===== src/rtl/toggle_event_receiver_pkg.sv =====
// Shared defaults and counter-action encoding for toggle-signalling receivers.
// The transmitter side imports the same defaults so both ends agree on depth and width.
package toggle_event_receiver_pkg;

    localparam int unsigned TOGGLE_SYNC_STAGES_DEF = 2;
    localparam int unsigned TOGGLE_CNT_WIDTH_DEF   = 4;

    typedef enum logic [1:0] {
        CNT_HOLD = 2'd0,
        CNT_INC  = 2'd1,
        CNT_DEC  = 2'd2
    } cnt_op_e;

    // A simultaneous arrival and consume cancel out.
    function automatic cnt_op_e cnt_op(input logic inc, input logic pop);
        cnt_op_e op;
        op = CNT_HOLD;
        if (inc && !pop) begin
            op = CNT_INC;
        end else if (!inc && pop) begin
            op = CNT_DEC;
        end
        return op;
    endfunction

endpackage


===== src/rtl/toggle_event_receiver_if.sv =====
// Event-side bundle of the toggle receiver: toggle input, pulse, pending count,
// valid/ready drain handshake and sticky overflow.
interface toggle_event_receiver_if
    import toggle_event_receiver_pkg::*;
#(
    parameter int unsigned CNT_WIDTH = TOGGLE_CNT_WIDTH_DEF
);
    logic                 t_in;
    logic                 evt_pulse;
    logic                 evt_valid;
    logic                 evt_ready;
    logic [CNT_WIDTH-1:0] pending;
    logic                 overflow;
    logic                 clr_ovf;

    modport master (
        output t_in,
        output evt_ready,
        output clr_ovf,
        input  evt_pulse,
        input  evt_valid,
        input  pending,
        input  overflow
    );

    modport slave (
        input  t_in,
        input  evt_ready,
        input  clr_ovf,
        output evt_pulse,
        output evt_valid,
        output pending,
        output overflow
    );

endinterface


===== src/rtl/toggle_event_receiver_sync.sv =====
// toggle_sync: N-stage reset-to-0 flop chain bringing an asynchronous toggle
// level into the clk domain; shared by the toggle receivers.
module toggle_sync #(
    parameter int unsigned STAGES = 2
) (
    input  logic clk,
    input  logic reset,
    input  logic d,
    output logic q
);
    logic [STAGES-1:0] chain;

    always_ff @(posedge clk) begin
        if (!reset) begin
            chain <= '0;
        end else begin
            chain <= {chain[STAGES-2:0], d};
        end
    end

    assign q = chain[STAGES-1];

endmodule


===== src/rtl/toggle_event_receiver.sv =====
// Toggle-to-event receiver: synchronizes t_in, pulses once per level change and
// queues events in a saturating pending counter drained through valid/ready.
module toggle_event_receiver
    import toggle_event_receiver_pkg::*;
#(
    parameter int unsigned SYNC_STAGES = TOGGLE_SYNC_STAGES_DEF,
    parameter int unsigned CNT_WIDTH   = TOGGLE_CNT_WIDTH_DEF
) (
    input logic                    clk,
    input logic                    reset,
    toggle_event_receiver_if.slave bus
);
    localparam logic [CNT_WIDTH-1:0] CNT_MAX = '1;

    logic                 synced;
    logic                 prev;
    logic                 mismatch;
    logic                 pulse_q;
    logic                 pop;
    logic                 sat;
    cnt_op_e              op;
    logic [CNT_WIDTH-1:0] cnt_q;
    logic [CNT_WIDTH-1:0] cnt_d;
    logic                 ovf_q;
    logic                 ovf_d;

    toggle_sync #(
        .STAGES (SYNC_STAGES)
    ) u_sync (
        .clk   (clk),
        .reset (reset),
        .d     (bus.t_in),
        .q     (synced)
    );

    assign mismatch = synced ^ prev;
    assign pop      = (cnt_q != '0) && bus.evt_ready;
    assign sat      = (cnt_q == CNT_MAX);
    assign op       = cnt_op(mismatch, pop);

    // The mismatch is counted at the same edge that registers it as evt_pulse,
    // so pending and evt_valid rise together with the pulse.
    always_comb begin
        cnt_d = cnt_q;
        ovf_d = ovf_q;
        unique case (op)
            CNT_INC: if (!sat) cnt_d = cnt_q + 1'b1;
            CNT_DEC: cnt_d = cnt_q - 1'b1;
            default: cnt_d = cnt_q;
        endcase
        if (bus.clr_ovf) begin
            ovf_d = 1'b0;
        end
        if (op == CNT_INC && sat) begin
            ovf_d = 1'b1;
        end
    end

    always_ff @(posedge clk) begin
        if (!reset) begin
            prev    <= 1'b0;
            pulse_q <= 1'b0;
            cnt_q   <= '0;
            ovf_q   <= 1'b0;
        end else begin
            prev    <= synced;
            pulse_q <= mismatch;
            cnt_q   <= cnt_d;
            ovf_q   <= ovf_d;
        end
    end

    assign bus.evt_pulse = pulse_q;
    assign bus.evt_valid = (cnt_q != '0);
    assign bus.pending   = cnt_q;
    assign bus.overflow  = ovf_q;

endmodule

===== src/flat_wrapper.sv =====
// flat-port wrapper written by rule: the top's interface ports become plain ports
module toggle_event_receiver_flat import toggle_event_receiver_pkg::*;
#(
    parameter int unsigned SYNC_STAGES = TOGGLE_SYNC_STAGES_DEF,
    parameter int unsigned CNT_WIDTH   = TOGGLE_CNT_WIDTH_DEF
)
  (clk, reset, bus_t_in, bus_evt_ready, bus_clr_ovf, bus_evt_pulse, bus_evt_valid, bus_pending, bus_overflow);
  toggle_event_receiver_if #(.CNT_WIDTH(CNT_WIDTH)) bus_i ();
  input logic clk;
  input logic reset;
  input wire logic [$bits(bus_i.t_in)-1:0] bus_t_in;
  input wire logic [$bits(bus_i.evt_ready)-1:0] bus_evt_ready;
  input wire logic [$bits(bus_i.clr_ovf)-1:0] bus_clr_ovf;
  output wire logic [$bits(bus_i.evt_pulse)-1:0] bus_evt_pulse;
  output wire logic [$bits(bus_i.evt_valid)-1:0] bus_evt_valid;
  output wire logic [$bits(bus_i.pending)-1:0] bus_pending;
  output wire logic [$bits(bus_i.overflow)-1:0] bus_overflow;
  assign bus_i.t_in = bus_t_in;
  assign bus_i.evt_ready = bus_evt_ready;
  assign bus_i.clr_ovf = bus_clr_ovf;
  assign bus_evt_pulse = bus_i.evt_pulse;
  assign bus_evt_valid = bus_i.evt_valid;
  assign bus_pending = bus_i.pending;
  assign bus_overflow = bus_i.overflow;
  toggle_event_receiver #(.SYNC_STAGES(SYNC_STAGES), .CNT_WIDTH(CNT_WIDTH)) u_core (.clk(clk), .reset(reset), .bus(bus_i));
endmodule

===== config.mk =====
export PLATFORM = sky130hd
export DESIGN_NAME = toggle_event_receiver_flat
export DESIGN_NICKNAME = d
export VERILOG_FILES = /design/src/rtl/toggle_event_receiver_pkg.sv /design/src/rtl/toggle_event_receiver_if.sv /design/src/rtl/toggle_event_receiver_sync.sv /design/src/rtl/toggle_event_receiver.sv /design/src/flat_wrapper.sv
export SDC_FILE = /design/constraint.sdc
export NUM_CORES = 1
export LEC_CHECK = 0
export ABC_AREA = 1
export CAP_MARGIN = 10
export CORE_AREA = 10 10 47 49
export DETAILED_ROUTE_END_ITERATION = 16
export DIE_AREA = 0 0 57 59
export PLACE_DENSITY = 0.67
export SYNTH_ARGS = -nofsm -noshare
export SYNTH_HDL_FRONTEND = slang
export SYNTH_HIERARCHICAL = 1
export SYNTH_SLANG_ARGS = --single-unit

===== constraint.sdc =====
create_clock -name clk -period 1.71 [get_ports clk]
set_input_delay 0.342 -clock clk [delete_from_list [all_inputs] [get_ports clk]]
set_output_delay 0.342 -clock clk [all_outputs]
set_load 0.02 [all_outputs]

Word level (Yosys, flattened, before mapping)
Cells that the tools add are included.
Widths: inputs -> output; s select.
{ "classes": {"n_addsub": 2, "eq_ne": 4, "mux": 6, "bitwise": 1, "n_reduce_logical": 10} }
{ "ops": {"columns": ["cell", "count"], "rows": [
  ["$pmux 4 s2", 1],
  ["$add 4x1->4 const B", 1],
  ["$eq 4x4->1 const B", 1],
  ["$logic_and 1x1->1", 4],
  ["$mux 2", 2],
  ["$mux 4", 1],
  ["$reduce_bool 2->1", 2],
  ["$reduce_bool 4->1", 1],
  ["$sub 4x1->4 const B", 1],
  ["$eq 2x1->1 const B", 1],
  ["$eq 2x2->1 const B", 1],
  ["$logic_not 1->1", 2],
  ["$mux 1", 2],
  ["$ne 2x2->1 const B", 1],
  ["$reduce_and 2->1", 1],
  ["$xor 1x1->1", 1]
]} }
{ "totals": {"register_bits": 9, "input_bits": 5, "word_cells": 28} }

Longest topological paths before layout
{ "logic_depth": {"depth_word": 8, "depth_mapped": 14} }

Hierarchy
The synthesis kept the hierarchy.
{ "modules_own_cells": {"columns": ["mod", "instances", "cells_per_inst", "area_each_um2"], "rows": [
  ["toggle_event_receiver", 1, 58, 461.7],
  ["toggle_sync", 1, 6, 55.1]
]} }

Least setup slack after synthesis
No wires, ideal clock.
{ "synth_timing": {"path_kind": "reg-to-reg", "from": "register u_core.cnt_q[1], in the netlist u_core/bus.pending[1]", "to": "register u_core.cnt_q[3], in the netlist u_core/bus.pending[3]", "setup_ns": 0.110, "t_arrival_ns": 1.673, "required_time_ns": 1.600, "slack_ns": -0.073, "path_stages_with_launch": 13, "period_less_slack_ns": 1.783, "cell_sequence": "dfxtp_1 -> nor2_2 -> nand2_4 -> nand3_4 -> inv_1 -> ha_1 -> nand3_1 -> nand3_1 -> inv_1 -> nand2_1 -> nand4_1 -> nand2_1 -> nor2_1"} }
{ "synth_between": {"elab_chain_cells": 8, "word_cells_on_any_way": 17, "cone_classes": "add/sub: 2; eq/ne: 4; mux: 4; reduce/logical: 7"} }
{ "synth_rtl": {"columns": ["element", "line_no", "text"], "rows": [
  ["from (decl)", "toggle_event_receiver.sv:22", "logic [CNT_WIDTH-1:0] cnt_q;"],
  ["from (signal assigned)", "toggle_event_receiver.sv:68", "cnt_q <= cnt_d;"],
  ["$reduce_bool 4->1 (*)", null, null],
  ["net bus_evt_valid", "flat_wrapper.sv:15", "output wire logic [$bits(bus_i.evt_valid)-1:0] bus_evt_valid;"],
  ["$logic_and 1x1->1 (*)", "toggle_event_receiver.sv:37", "assign pop = (cnt_q != '0) && bus.evt_ready;"],
  ["$logic_and 1x1->1 or $logic_not 1->1 (tied branches)", "toggle_event_receiver_pkg.sv:20, toggle_event_receiver_pkg.sv:18", null],
  ["$mux 2 or $logic_and 1x1->1 (tied branches)", "toggle_event_receiver_pkg.sv:20, toggle_event_receiver_pkg.sv:18", null],
  ["$mux 2 (*)", "toggle_event_receiver_pkg.sv:18", "if (inc && !pop) begin"],
  ["$eq 2x1->1 or $eq 2x2->1 (tied branches)", "toggle_event_receiver.sv:46", "unique case (op)"],
  ["$ne 2x2->1 (no source line) or $reduce_bool 2->1 (tied branches)", null, null],
  ["$reduce_and 2->1 (no source line)", null, null]
]} }
The timed path passes the listed nets; every way through them passes the cells marked *. The select of a mux whose other input is x is not followed.
A chain may end at the register's enable or synchronous reset.

Final worst setup path
{ "layout_timing": {"from": "register u_core.cnt_q[3], in the netlist u_core/bus.pending[3]", "to": "output port bus_evt_valid"} }
{ "layout_between": {"elab_chain_cells": 1} }
{ "layout_rtl": {"columns": ["element", "line_no", "text"], "rows": [
  ["$reduce_bool 4->1", "toggle_event_receiver.sv:74", "assign bus.evt_valid = (cnt_q != '0);"],
  ["to (decl)", "flat_wrapper.sv:15", null]
]} }
No other way between the ends.

==> flow_metrics.py <==
metrics = {
    "run_status": {
        "status": "finished, final reports clean",
    },
    "placed_design": {
        "gp_congestion": 0.779,
        "io_buffers": 11,
        "dpl.hpwl_microns": 865,
    },
    "global_routing": {
        "track_usage": 0.0702,
        "grt_overflow": 0,
        "antenna_found_initial": 0,
        "grt_max_degree": 9,
        "grt_pass1_wl_microns": 1920,
        "grt_pass1_vias": 473,
    },
    "setup_path": {
        "start_kind": "register",
        "r2r_start": "u_core/bus.pending[3]$_SDFFE_PN0P_",
        "cp.required_ns": 1.37,
        "worstSetupPathType": "reg2out",
        "critPathMaxFanout": 5,
        "slowest_stage": "dfxtp_4",
        "cp_cell_sequence": "nor2_4 > nand2_4 > buf_4 > dlygate4sd2_1",
        "arrival_ns": 1.28,
        "r2r_end": "u_core/bus.pending[3]$_SDFFE_PN0P_",
        "r2r_setup_slack_ns": 0.15,
        "cp-end-kind": "output pin",
        "rr_worst_depth": 13,
        "critical-path-top-delay-family": "buffers and inverters",
        "slowest_delay_ns": 0.36,
        "cp.buffers_inverters": 2,
    },
    "floorplan": {
        "die-height_microns": 59,
        "fp.coreArea_sq_um": 1400,
        "die_w_microns": 57,
        "row_count": 14,
        "pin_count": 12,
        "dieArea_sq_um": 3360,
        "initial_core_util": 0.369,
    },
    "clock_network": {
        "cts_buffer_depth": 2,
        "numCtsBuffers": 3,
        "cts_tree": "yes",
        "cts_sinks": 9,
        "htree_levels": 1,
        "cts.clk_slew.worst_paths_ns": 0.06,
        "clock_latency_ns": 0.25,
        "cts-root-buf": "clkbuf_4",
    },
    "yosys": {
        "synth.most_common_cell": "inv_1",
        "syn_inst": 64,
        "synthArstFlopShare": 0,
        "avgSynthCellArea_sq_um": 8.07,
        "synth_top_flop_cell": "dfxtp_1",
        "synth_top_area_frac": 0.349,
        "synth.area.top_cells": "dfxtp_1 (35%), inv_1 (12%), nand2_1 (7.3%), nand3_4 (6.8%), nand2_4 (6.5%)",
        "synth_fp_nets": 72,
        "ys_warn_count": 6,
        "ys_ff_latch": 9,
        "synthTopCellsByCount": "inv_1 (16), nand2_1 (10), dfxtp_1 (9)",
        "synth-edff-count": 0,
        "yosys.area.top_type": "dfxtp_1",
        "synth.distinct_cells": 18,
        "yosysSeqAreaShare": 0.349,
        "syn_area_sq_um": 517,
    },
    "routing": {
        "routed_via_density": 4.49,
        "antenna_left": 0,
        "post-route-drc-count": 0,
        "wl_microns": 1050,
        "wl_per_cell_microns": 10.3,
        "vias": 458,
        "drtPass1Iterations": 2,
        "drt_iter0_drc": 5,
    },
    "cells_and_area": {
        "drive_above_1_share": 0.337,
        "final_util": 0.552,
        "final_nets": 95,
        "synthToLayoutAreaGrowth_pct": 49.6,
        "n_antenna_cell": 0,
    },
    "timing": {
        "period_share": 0.948,
        "max_freq_mhz": 617,
        "finalSetupTns_ns": 0,
        "finalMaxSlewViolations": 0,
        "hold_viol": 0,
        "rsz0062_at_grt": "true",
        "max_slew_margin": 0.831,
        "finalCriticalPeriod_ns": 1.62,
        "worst_pin_slew_ns": 0.252,
        "skew_ns": 0.00397,
        "setup_violations": 0,
    },
    "power_and_ir_drop": {
        "finalPower_mw": 1.14,
        "leakagePower_nw": 0.397,
        "p_per_area_nw_per_um2": 1480,
        "vdd_drop_max_uv": 785,
    },
    "flow_run": {
        "cap_violations": 0,
    },
    "min_path": {
        "holdPathStages": 2,
        "hold_path_end": "u_core/u_sync/chain[1]$_SDFF_PN0_",
        "hp-start": "u_core/u_sync/chain[0]$_SDFF_PN0_",
        "min_path_type": "reg2reg",
    },
}
worst max path at each step:
stage / startpoint / endpoint / depth (start not counted)
2_1_floorplan: u_core/bus.pending[0]$_SDFFE_PN0P_ / u_core/bus.pending[3]$_SDFFE_PN0P_ / 12
3_3_place_gp: bus_evt_ready / u_core/bus.pending[3]$_SDFFE_PN0P_ / 10
3_5_place_dp: bus_evt_ready / u_core/bus.pending[3]$_SDFFE_PN0P_ / 11
4_1_cts: bus_evt_ready / u_core/bus.pending[3]$_SDFFE_PN0P_ / 11
5_1_grt: u_core/bus.pending[3]$_SDFFE_PN0P_ / u_core/bus.pending[3]$_SDFFE_PN0P_ / 12
6_report: u_core/bus.pending[3]$_SDFFE_PN0P_ / bus_evt_valid / 4
per-stage QoR:
step                instance area, sq um  setup slack, ns  instances  hold WS, ns
floorplan                            522         0.000676         64        0.390
finish                               773           0.0883        102        0.407
global placement                     697           -0.186         97        0.393
global route                         773          -0.0110        102        0.426
detailed placement                   697           -0.254         97        0.402
CTS                                  722           0.0210        101        0.410
power breakdown:
group          internal (mW)  switching [mW]  total (mW)
Clock                 0.0895          0.0674       0.157
Combinational          0.314           0.356       0.670
Sequential             0.262          0.0540       0.316
Total                  0.666           0.477        1.14
registers in the layout, summed over array words and instances (netlist names):
name / flops
u_core/bus.pending: 4
u_core/u_sync/chain: 2
u_core/bus.evt_pulse: 1
u_core/bus.overflow: 1
u_core/prev: 1
tightest hold or removal path: stages, from the launching register on:
cell     delay (ns)
dfxtp_1        0.30
nand2_1        0.05
inv_1          0.03
per-layer routing:
| layer | GRT usage | wire length [microns] |
|---|---|---|
| met1 | 0.0671 | 393 |
| met2 | 0.118 | 529 |
| met3 | 0.0644 | 123 |
| met4 | 0 | 0 |
| met5 | 0 | 0 |
layout make-up:
class                   instances  area (sq um)
repair buffers                 18           169
fillers                       139           628
well taps                      16          20.0
flip-flops and latches          9           191
inverters                      16          60.1
clock buffers                   4          26.3
multi-input cells              39           307
cell families (layout without fill, tap and decap cells):
group,after synthesis,count (layout),synth area share
xor gates and xnor gates,1,1,0.0170
DFF,9,9,0.349
and+or+nand+nor,27,27,0.354
adders and majority gates,3,3,0.0872
AOI/OAI and AO/OA,8,8,0.0775
buffers and inverters,16,38,0.116
layout by cell type (no fill, tap or decap), drive strengths merged:
master / count
inv: 16
nand2: 14
dfxtp: 9
clkdlybuf4s50: 7
buf: 7
nand3: 6
a21oi: 5
clkbuf: 4
nor2: 4
dlymetal6s2s: 3
o21ai: 3
nand4: 2
ha: 2
dlygate4sd2: 1
nand3b: 1
xor2: 1
fa: 1
what timing repair did:
item,CTS,global route
hold buffers,0,0
pin swaps,0,4
setup endpoints to repair,1,2
buffers inserted,0,1
gates resized for setup,1,12
Power figures use the tool's default switching activity.
